<file path="config.mk">
export PLATFORM = sky130hd
export DESIGN_NAME = fadd_align_cal_buf
export DESIGN_NICKNAME = d
export VERILOG_FILES = /design/src/rtl/fadd_align_cal_buf_pkg.sv /design/src/rtl/fadd_align_cal_buf_skid.sv /design/src/rtl/fadd_align_cal_buf.sv
export SDC_FILE = /design/constraint.sdc
export NUM_CORES = 1
export LEC_CHECK = 0
export ABC_AREA = 1
export BUFFER_PORTS_ARGS = -buffer_cell sky130_fd_sc_hd__buf_2
export CORE_ASPECT_RATIO = 0.5
export CORE_MARGIN = 8
export CORE_UTILIZATION = 50
export DETAILED_ROUTE_END_ITERATION = 6
export PLACE_DENSITY = 0.83
export SYNTH_ARGS = -nofsm -noshare
export SYNTH_HDL_FRONTEND = slang
export SYNTH_SLANG_ARGS = --single-unit
</file>
<file path="constraint.sdc">
create_clock -name clk -period 7.9 [get_ports clk]
set_clock_uncertainty 0.1 [all_clocks]
set_input_delay 1.185 -clock clk [delete_from_list [all_inputs] [get_ports clk]]
set_output_delay 1.185 -clock clk [all_outputs]
set_load 0.01 [all_outputs]
</file>
<file path="src/rtl/fadd_align_cal_buf_pkg.sv">
// Shared floating-point adder types: precision presets, the aligned-operand
// bundle layout and the skid-buffer state encoding.
package fp_pkg;

    localparam int SP_EXP_W  = 8;
    localparam int SP_FRAC_W = 23;
    localparam int DP_EXP_W  = 11;
    localparam int DP_FRAC_W = 52;

    // Single-precision form; width-generic modules declare the same layout locally.
    typedef struct packed {
        logic [1:0]             rm;
        logic                   is_nan;
        logic                   is_inf;
        logic                   sign;
        logic                   op_sub;
        logic [SP_FRAC_W-1:0]   inf_nan_frac;
        logic [SP_EXP_W-1:0]    exp;
        logic [SP_FRAC_W:0]     large_frac;
        logic [SP_FRAC_W+3:0]   small_frac;
    } align_cal_t;

    typedef enum logic [1:0] {
        EMPTY = 2'd0,
        BUSY  = 2'd1,
        FULL  = 2'd2
    } buf_state_t;

    function automatic int payload_w(input int exp_w, input int frac_w);
        return 3 * frac_w + exp_w + 11;
    endfunction

endpackage

</file>
<file path="src/rtl/fadd_align_cal_buf_skid.sv">
// Generic two-entry valid/ready skid buffer with synchronous flush and occupancy.
// state | meaning
// EMPTY | nothing held, c_valid=0
// BUSY  | main holds the head bundle
// FULL  | main holds the head, skid holds the next bundle; upstream stalled
module skid_buf #(
    parameter int W = 8
) (
    input  logic         clk,
    input  logic         clr,
    input  logic         flush,
    input  logic         a_valid,
    output logic         a_ready,
    input  logic [W-1:0] a_data,
    output logic         c_valid,
    input  logic         c_ready,
    output logic [W-1:0] c_data,
    output logic [1:0]   c_count
);
    import fp_pkg::*;

    buf_state_t     r_state;
    buf_state_t     w_next;
    logic [W-1:0]   r_main;
    logic [W-1:0]   r_skid;
    logic           w_load_main;
    logic           w_load_skid;
    logic           w_skid_to_main;

    always_ff @(posedge clk or posedge clr) begin
        if (clr) begin
            r_state <= EMPTY;
            r_main  <= '0;
            r_skid  <= '0;
        end else begin
            r_state <= w_next;
            if (w_load_main)
                r_main <= a_data;
            else if (w_skid_to_main)
                r_main <= r_skid;
            if (w_load_skid)
                r_skid <= a_data;
        end
    end

    always_comb begin
        w_next         = r_state;
        w_load_main    = 1'b0;
        w_load_skid    = 1'b0;
        w_skid_to_main = 1'b0;
        c_valid        = 1'b0;
        a_ready        = 1'b1;
        c_count        = 2'd0;
        case (r_state)
            EMPTY: begin
                if (a_valid) begin
                    w_load_main = 1'b1;
                    w_next      = BUSY;
                end
            end
            BUSY: begin
                c_valid = 1'b1;
                c_count = 2'd1;
                if (a_valid && c_ready) begin
                    w_load_main = 1'b1;
                end else if (a_valid) begin
                    w_load_skid = 1'b1;
                    w_next      = FULL;
                end else if (c_ready) begin
                    w_next = EMPTY;
                end
            end
            FULL: begin
                c_valid = 1'b1;
                a_ready = 1'b0;
                c_count = 2'd2;
                if (c_ready) begin
                    w_skid_to_main = 1'b1;
                    w_next         = BUSY;
                end
            end
            default: w_next = EMPTY;
        endcase
        // Flush only drops the valid state; suppressing the loads keeps a dropped bundle out of main.
        if (flush) begin
            w_next         = EMPTY;
            w_load_main    = 1'b0;
            w_load_skid    = 1'b0;
            w_skid_to_main = 1'b0;
        end
    end

    assign c_data = r_main;

endmodule

</file>
<file path="src/rtl/fadd_align_cal_buf.sv">
// Flow-controlled register stage carrying the aligned-operand bundle from the
// alignment stage to the calculation stage of the FP adder.
module fadd_align_cal_buf
    import fp_pkg::*;
#(
    parameter int EXP_W  = SP_EXP_W,
    parameter int FRAC_W = SP_FRAC_W
) (
    input  logic              clk,
    input  logic              clr,
    input  logic              flush,
    input  logic              a_valid,
    output logic              a_ready,
    input  logic [1:0]        a_rm,
    input  logic              a_is_nan,
    input  logic              a_is_inf,
    input  logic              a_sign,
    input  logic              a_op_sub,
    input  logic [FRAC_W-1:0] a_inf_nan_frac,
    input  logic [EXP_W-1:0]  a_exp,
    input  logic [FRAC_W:0]   a_large_frac,
    input  logic [FRAC_W+3:0] a_small_frac,
    output logic              c_valid,
    input  logic              c_ready,
    output logic [1:0]        c_rm,
    output logic              c_is_nan,
    output logic              c_is_inf,
    output logic              c_sign,
    output logic              c_op_sub,
    output logic [FRAC_W-1:0] c_inf_nan_frac,
    output logic [EXP_W-1:0]  c_exp,
    output logic [FRAC_W:0]   c_large_frac,
    output logic [FRAC_W+3:0] c_small_frac,
    output logic [1:0]        c_count
);

    localparam int W = payload_w(EXP_W, FRAC_W);

    // Same field order as align_cal_t, sized by this instance's parameters.
    typedef struct packed {
        logic [1:0]          rm;
        logic                is_nan;
        logic                is_inf;
        logic                sign;
        logic                op_sub;
        logic [FRAC_W-1:0]   inf_nan_frac;
        logic [EXP_W-1:0]    exp;
        logic [FRAC_W:0]     large_frac;
        logic [FRAC_W+3:0]   small_frac;
    } bundle_t;

    bundle_t w_a_bundle;
    bundle_t w_c_bundle;

    assign w_a_bundle = '{
        rm:           a_rm,
        is_nan:       a_is_nan,
        is_inf:       a_is_inf,
        sign:         a_sign,
        op_sub:       a_op_sub,
        inf_nan_frac: a_inf_nan_frac,
        exp:          a_exp,
        large_frac:   a_large_frac,
        small_frac:   a_small_frac
    };

    skid_buf #(
        .W(W)
    ) u_skid (
        .clk     (clk),
        .clr     (clr),
        .flush   (flush),
        .a_valid (a_valid),
        .a_ready (a_ready),
        .a_data  (w_a_bundle),
        .c_valid (c_valid),
        .c_ready (c_ready),
        .c_data  (w_c_bundle),
        .c_count (c_count)
    );

    assign c_rm           = w_c_bundle.rm;
    assign c_is_nan       = w_c_bundle.is_nan;
    assign c_is_inf       = w_c_bundle.is_inf;
    assign c_sign         = w_c_bundle.sign;
    assign c_op_sub       = w_c_bundle.op_sub;
    assign c_inf_nan_frac = w_c_bundle.inf_nan_frac;
    assign c_exp          = w_c_bundle.exp;
    assign c_large_frac   = w_c_bundle.large_frac;
    assign c_small_frac   = w_c_bundle.small_frac;

endmodule

</file>
# After elaboration in Yosys (flattened, before gate mapping)
# Index checks and enable logic that the tools add are counted.
# W data, S select, Z words.
# classes
n_mux,22
n_reduce_logical,5
eq_ne,6
# op_table
operator,count
$mux W88,2
$mux W2,6
$mux W1,11
$ne A3 B3 Y1 const B,3
$pmux W2 S3,1
$ne A4 B4 Y1 const B,1
$pmux W2 S2,1
$reduce_and A4 Y1,1
$eq A2 B1 Y1 const B,1
$eq A2 B2 Y1 const B,1
$logic_not A2 Y1,1
$pmux W1 S2,1
$reduce_bool A2 Y1,1
$reduce_or A2 Y1,1
$logic_and A1 B1 Y1,1
# totals
word_cells,36
input_bits,93
register_bits,178

# Depth between registers and ports, before layout
# logic_depth
depth_word,5
mapped_depth,10
ltp_nobuf,8

# Worst setup path before layout
# OpenSTA, ideal clock, no wires.
# synth_path
path_type,register -> output
startpoint,register u_skid.r_state[0]
endpoint,output port a_ready
slack_ns,5.340
t_arrival_ns,1.275
stages_incl_launch_ff,6
cell_sequence,dfrtp_1 > inv_1 > ha_1 > buf_2 > buf_1 > inv_1
# synth_via
elab_chain_len,2
# synth_rtl
element,line_no,source
start: declaration,fadd_align_cal_buf_skid.sv:22,buf_state_t r_state;
start signal: assignment,fadd_align_cal_buf_skid.sv:36,r_state <= w_next;
$eq A2 B2 Y1,fadd_align_cal_buf_skid.sv:54,case (r_state)
$mux W1,fadd_align_cal_buf_skid.sv:54,
end: declaration,fadd_align_cal_buf.sv:13,"output logic a_ready,"
# No other way between the ends.

# Worst setup path after layout
# layout_path
startpoint,input port flush
endpoint,"register u_skid.r_main[7], in the netlist u_skid.c_data[7]"
# layout_via
elab_chain_len,2
# layout_rtl
element,line_no,source
start: declaration,fadd_align_cal_buf.sv:11,"input logic flush,"
$mux W1,fadd_align_cal_buf_skid.sv:85,if (flush) begin
$mux W88 or $reduce_bool A2 Y1 (tied branches),n/a,
end signal: assignment,fadd_align_cal_buf_skid.sv:38,r_main <= a_data;
end signal: assignment,fadd_align_cal_buf_skid.sv:40,r_main <= r_skid;
end: declaration,fadd_align_cal_buf_skid.sv:24,logic [W-1:0] r_main;
# Several ways; a longest one is shown, not always the timed one.
# A chain may end at the register's enable or synchronous reset.

==> impl_results.md <==
* Setup CP Type: input port to register
* Prevailing post-synth register cell: dfrtp_1
* Synth area leaders: dfrtp_1, nand2_1, nand4_1, nand3_1, inv_1
* Worst hold-check path type: register to register
* Final hold vios at 0
* Clock transition at path regs at 70 ps
* Max transition margin at 28.20%
* Root buffer cell: clkbuf_16
* Post-CTS sizing at 0
* Core area at 0.01647 mm^2
* Post-synthesis sequential area ratio at 52.49%
* Total CTS buffers at 17
* Vias in the first global route at 7771
* Final core occ at 60.21%
* Initial core utilization at 51.51%
* Synth Instances at 1091
* Initial DRT Pass Iterations at 5
* CTS Sinks at 178
* Total power draw at 3.016 mW
* Nets at 1311
* Starting DRC count in detailed routing at 612
* GRT Util Overall at 20.14%
* Crit-path max FO at 107
* Reg2reg start: u_skid.r_state[1]$_DFFE_PP0P_
* Setup Viol. Count Final at 0
* Share of layout cells above drive strength 1 at 18.66%
* Min Tclk post-route at 3920 ps
* Die area at 0.02165 mm^2
* CTS H-tree lvls at 4
* Min-delay src: u_skid.r_skid[70]$_DFFE_PP0P_
* Placed insts at 1422
* Post-synth top cells: nand2_1, dfrtp_1, inv_1
* Req. time, crit path at 8090 ps
* Mapped Nets at 1188
* Slew Limit Fails at 0
* Antenna-violating nets left at 0
* Number of remaining DRC errors at 0
* GP Congestion at 0.7580
* I/O Buffers at 184
* Syn. warnings at 0
* Tightest hold margin at 388.8 ps
* Synthesized area at 0.008486 mm^2
* WL final at 21940 um
* Outcome: finished, final reports clean
* Fillers at 1432
* Final HPWL DP at 14170 um
* CTS tree: yes
* Biggest area consumer among synthesized cells: dfrtp_1
* Top-count cell post-synth: nand2_1
* Sum Neg Setup Slack at 0 ps
* First-pass GRT wire length at 37140 um
* Post-CTS setup buffer count at 0
* Share of the clock period used by the worst path at 49.62%
* Avg Cell Area, Syn at 7.778 um^2
* Share of the synthesized area in the top cell type at 52.49%
* CP Data Arrival Time at 4110 ps
* Power Density at 304.0 mW/mm^2
* Peak VDD IR at 0.0001596 V
* Diodes inserted at 0
* Static Leak at 5.548 nW
* Setup crit end kind: register
* Number of core rows at 33
* Largest net degree at the start of global routing at 108
* Async set or reset register ratio after synthesis at 100.0%
* Ports at 185
* Unrepaired setup endpoints after global routing: false
* Routed len/inst at 15.09 um
* Vias per cell at 5.274
* #FFs+latches synth at 178
* F_max at 255.1 MHz
* Post-synth cell types at 16
* Maximum root-to-sink buffer count at 2
* Chip Width at 200.2 um
* Final std cells w/o fill at 1454
* Via count at 7669
* MaxCap Viol Count at 0
* Startpoint type of the worst setup path: input port
* Setup crit start: flush
* Total grt overflow at 0
* Hold-fix buffers, CTS at 0
* Die span in y at 108.1 um
* Initial antenna violation count at 0
* Worst-Margin Slew at 1077 ps
* EDFF count, synth at 0
* Synthesis-to-finish area growth at 16.90%
* Clk Latency, worst-skew pair at 410 ps
==> layer usage <==
| metal | vias to the layer above | routed length [um] | global-route usage, % |
|---|---|---|---|
| li1 | 3746 | - | - |
| met1 | 3647 | 9508 | 25.07 |
| met2 | 251 | 11100 | 35.62 |
| met3 | 25 | 1049 | 3.909 |
| met4 | 0 | 289 | 6.207 |
| met5 | - | 0 | 0 |
==> cells by family after synthesis <==
logic type	count (synthesis)	share of synthesized area, %
flip-flops	178	52.49
buffers and inverters	181	9.245
AO/OA/AOI/OAI	88	5.190
AND/OR/NAND/NOR	640	32.48
adder cells (fa/ha/maj)	4	0.5898
==> cell usage in the layout, fill, tap and decap left out, drive strengths merged <==
master,netlist,routed
nand2,453,453
buf,53,190
dfrtp,178,178
inv,95,102
nand3,93,93
nand4,91,91
o21ai,88,88
clkbuf,33,19
clkinv,0,5
ha,4,4
nor2,3,3
clkinvlp,0,1
==> sequential cells by signal, summed over array words and instances (netlist names) <==
| register | flops |
|---|---|
| u_skid.r_state | 2 |
| u_skid.r_skid | 88 |
| u_skid.c_data | 88 |
==> worst max-delay path: stages <==
cell,delay (ps)
buf_2,120
inv_2,710
buf_4,530
nand2_4,640
buf_4,610
nand3_1,170
nand2_1,80
==> metrics by stage <==
stage,worst slack [ps],area [um^2]
final,3980,9920
after global routing,3720,9920
after CTS,3995,9920
after detailed placement,3555,9348
after global placement,3656,9348
after floorplan,1785,8486
==> worst paths after layout <==
| path | cells after the start | slack [ps] | endpoint |
|---|---|---|---|
| min reg2reg | 2 | 390 | u_skid.r_skid[70]$_DFFE_PP0P_ |
| max | 7 | 3980 | u_skid.c_data[7]$_DFFE_PP0P_ |
| min in group asynchronous | 2 | 860 | u_skid.c_data[47]$_DFFE_PP0P_ |
| max reg2reg | 9 | 4930 | u_skid.c_data[17]$_DFFE_PP0P_ |
| max in group asynchronous | 3 | 5250 | u_skid.r_skid[86]$_DFFE_PP0P_ |
| min | 2 | 390 | u_skid.r_skid[70]$_DFFE_PP0P_ |
==> power by group <==
part / leakage (nW) / switching (mW) / internal (mW)
Clock: 0.282 / 0.389 / 0.434
Sequential: 2.16 / 0.189 / 1.24
Combinational: 3.11 / 0.453 / 0.311
==> final cells by class <==
cell class	count	area, um^2	area share (%)
multi-input cells	732	3279	33.06
clock buffers	19	452.9	4.566
inverters	95	361.6	3.645
well taps	227	284.0	2.863
clock inverters	13	118.9	1.198
repair buffers	190	968.4	9.763
flip-flops and latches	178	4454	44.90
(Power assumes the default switching activity.)
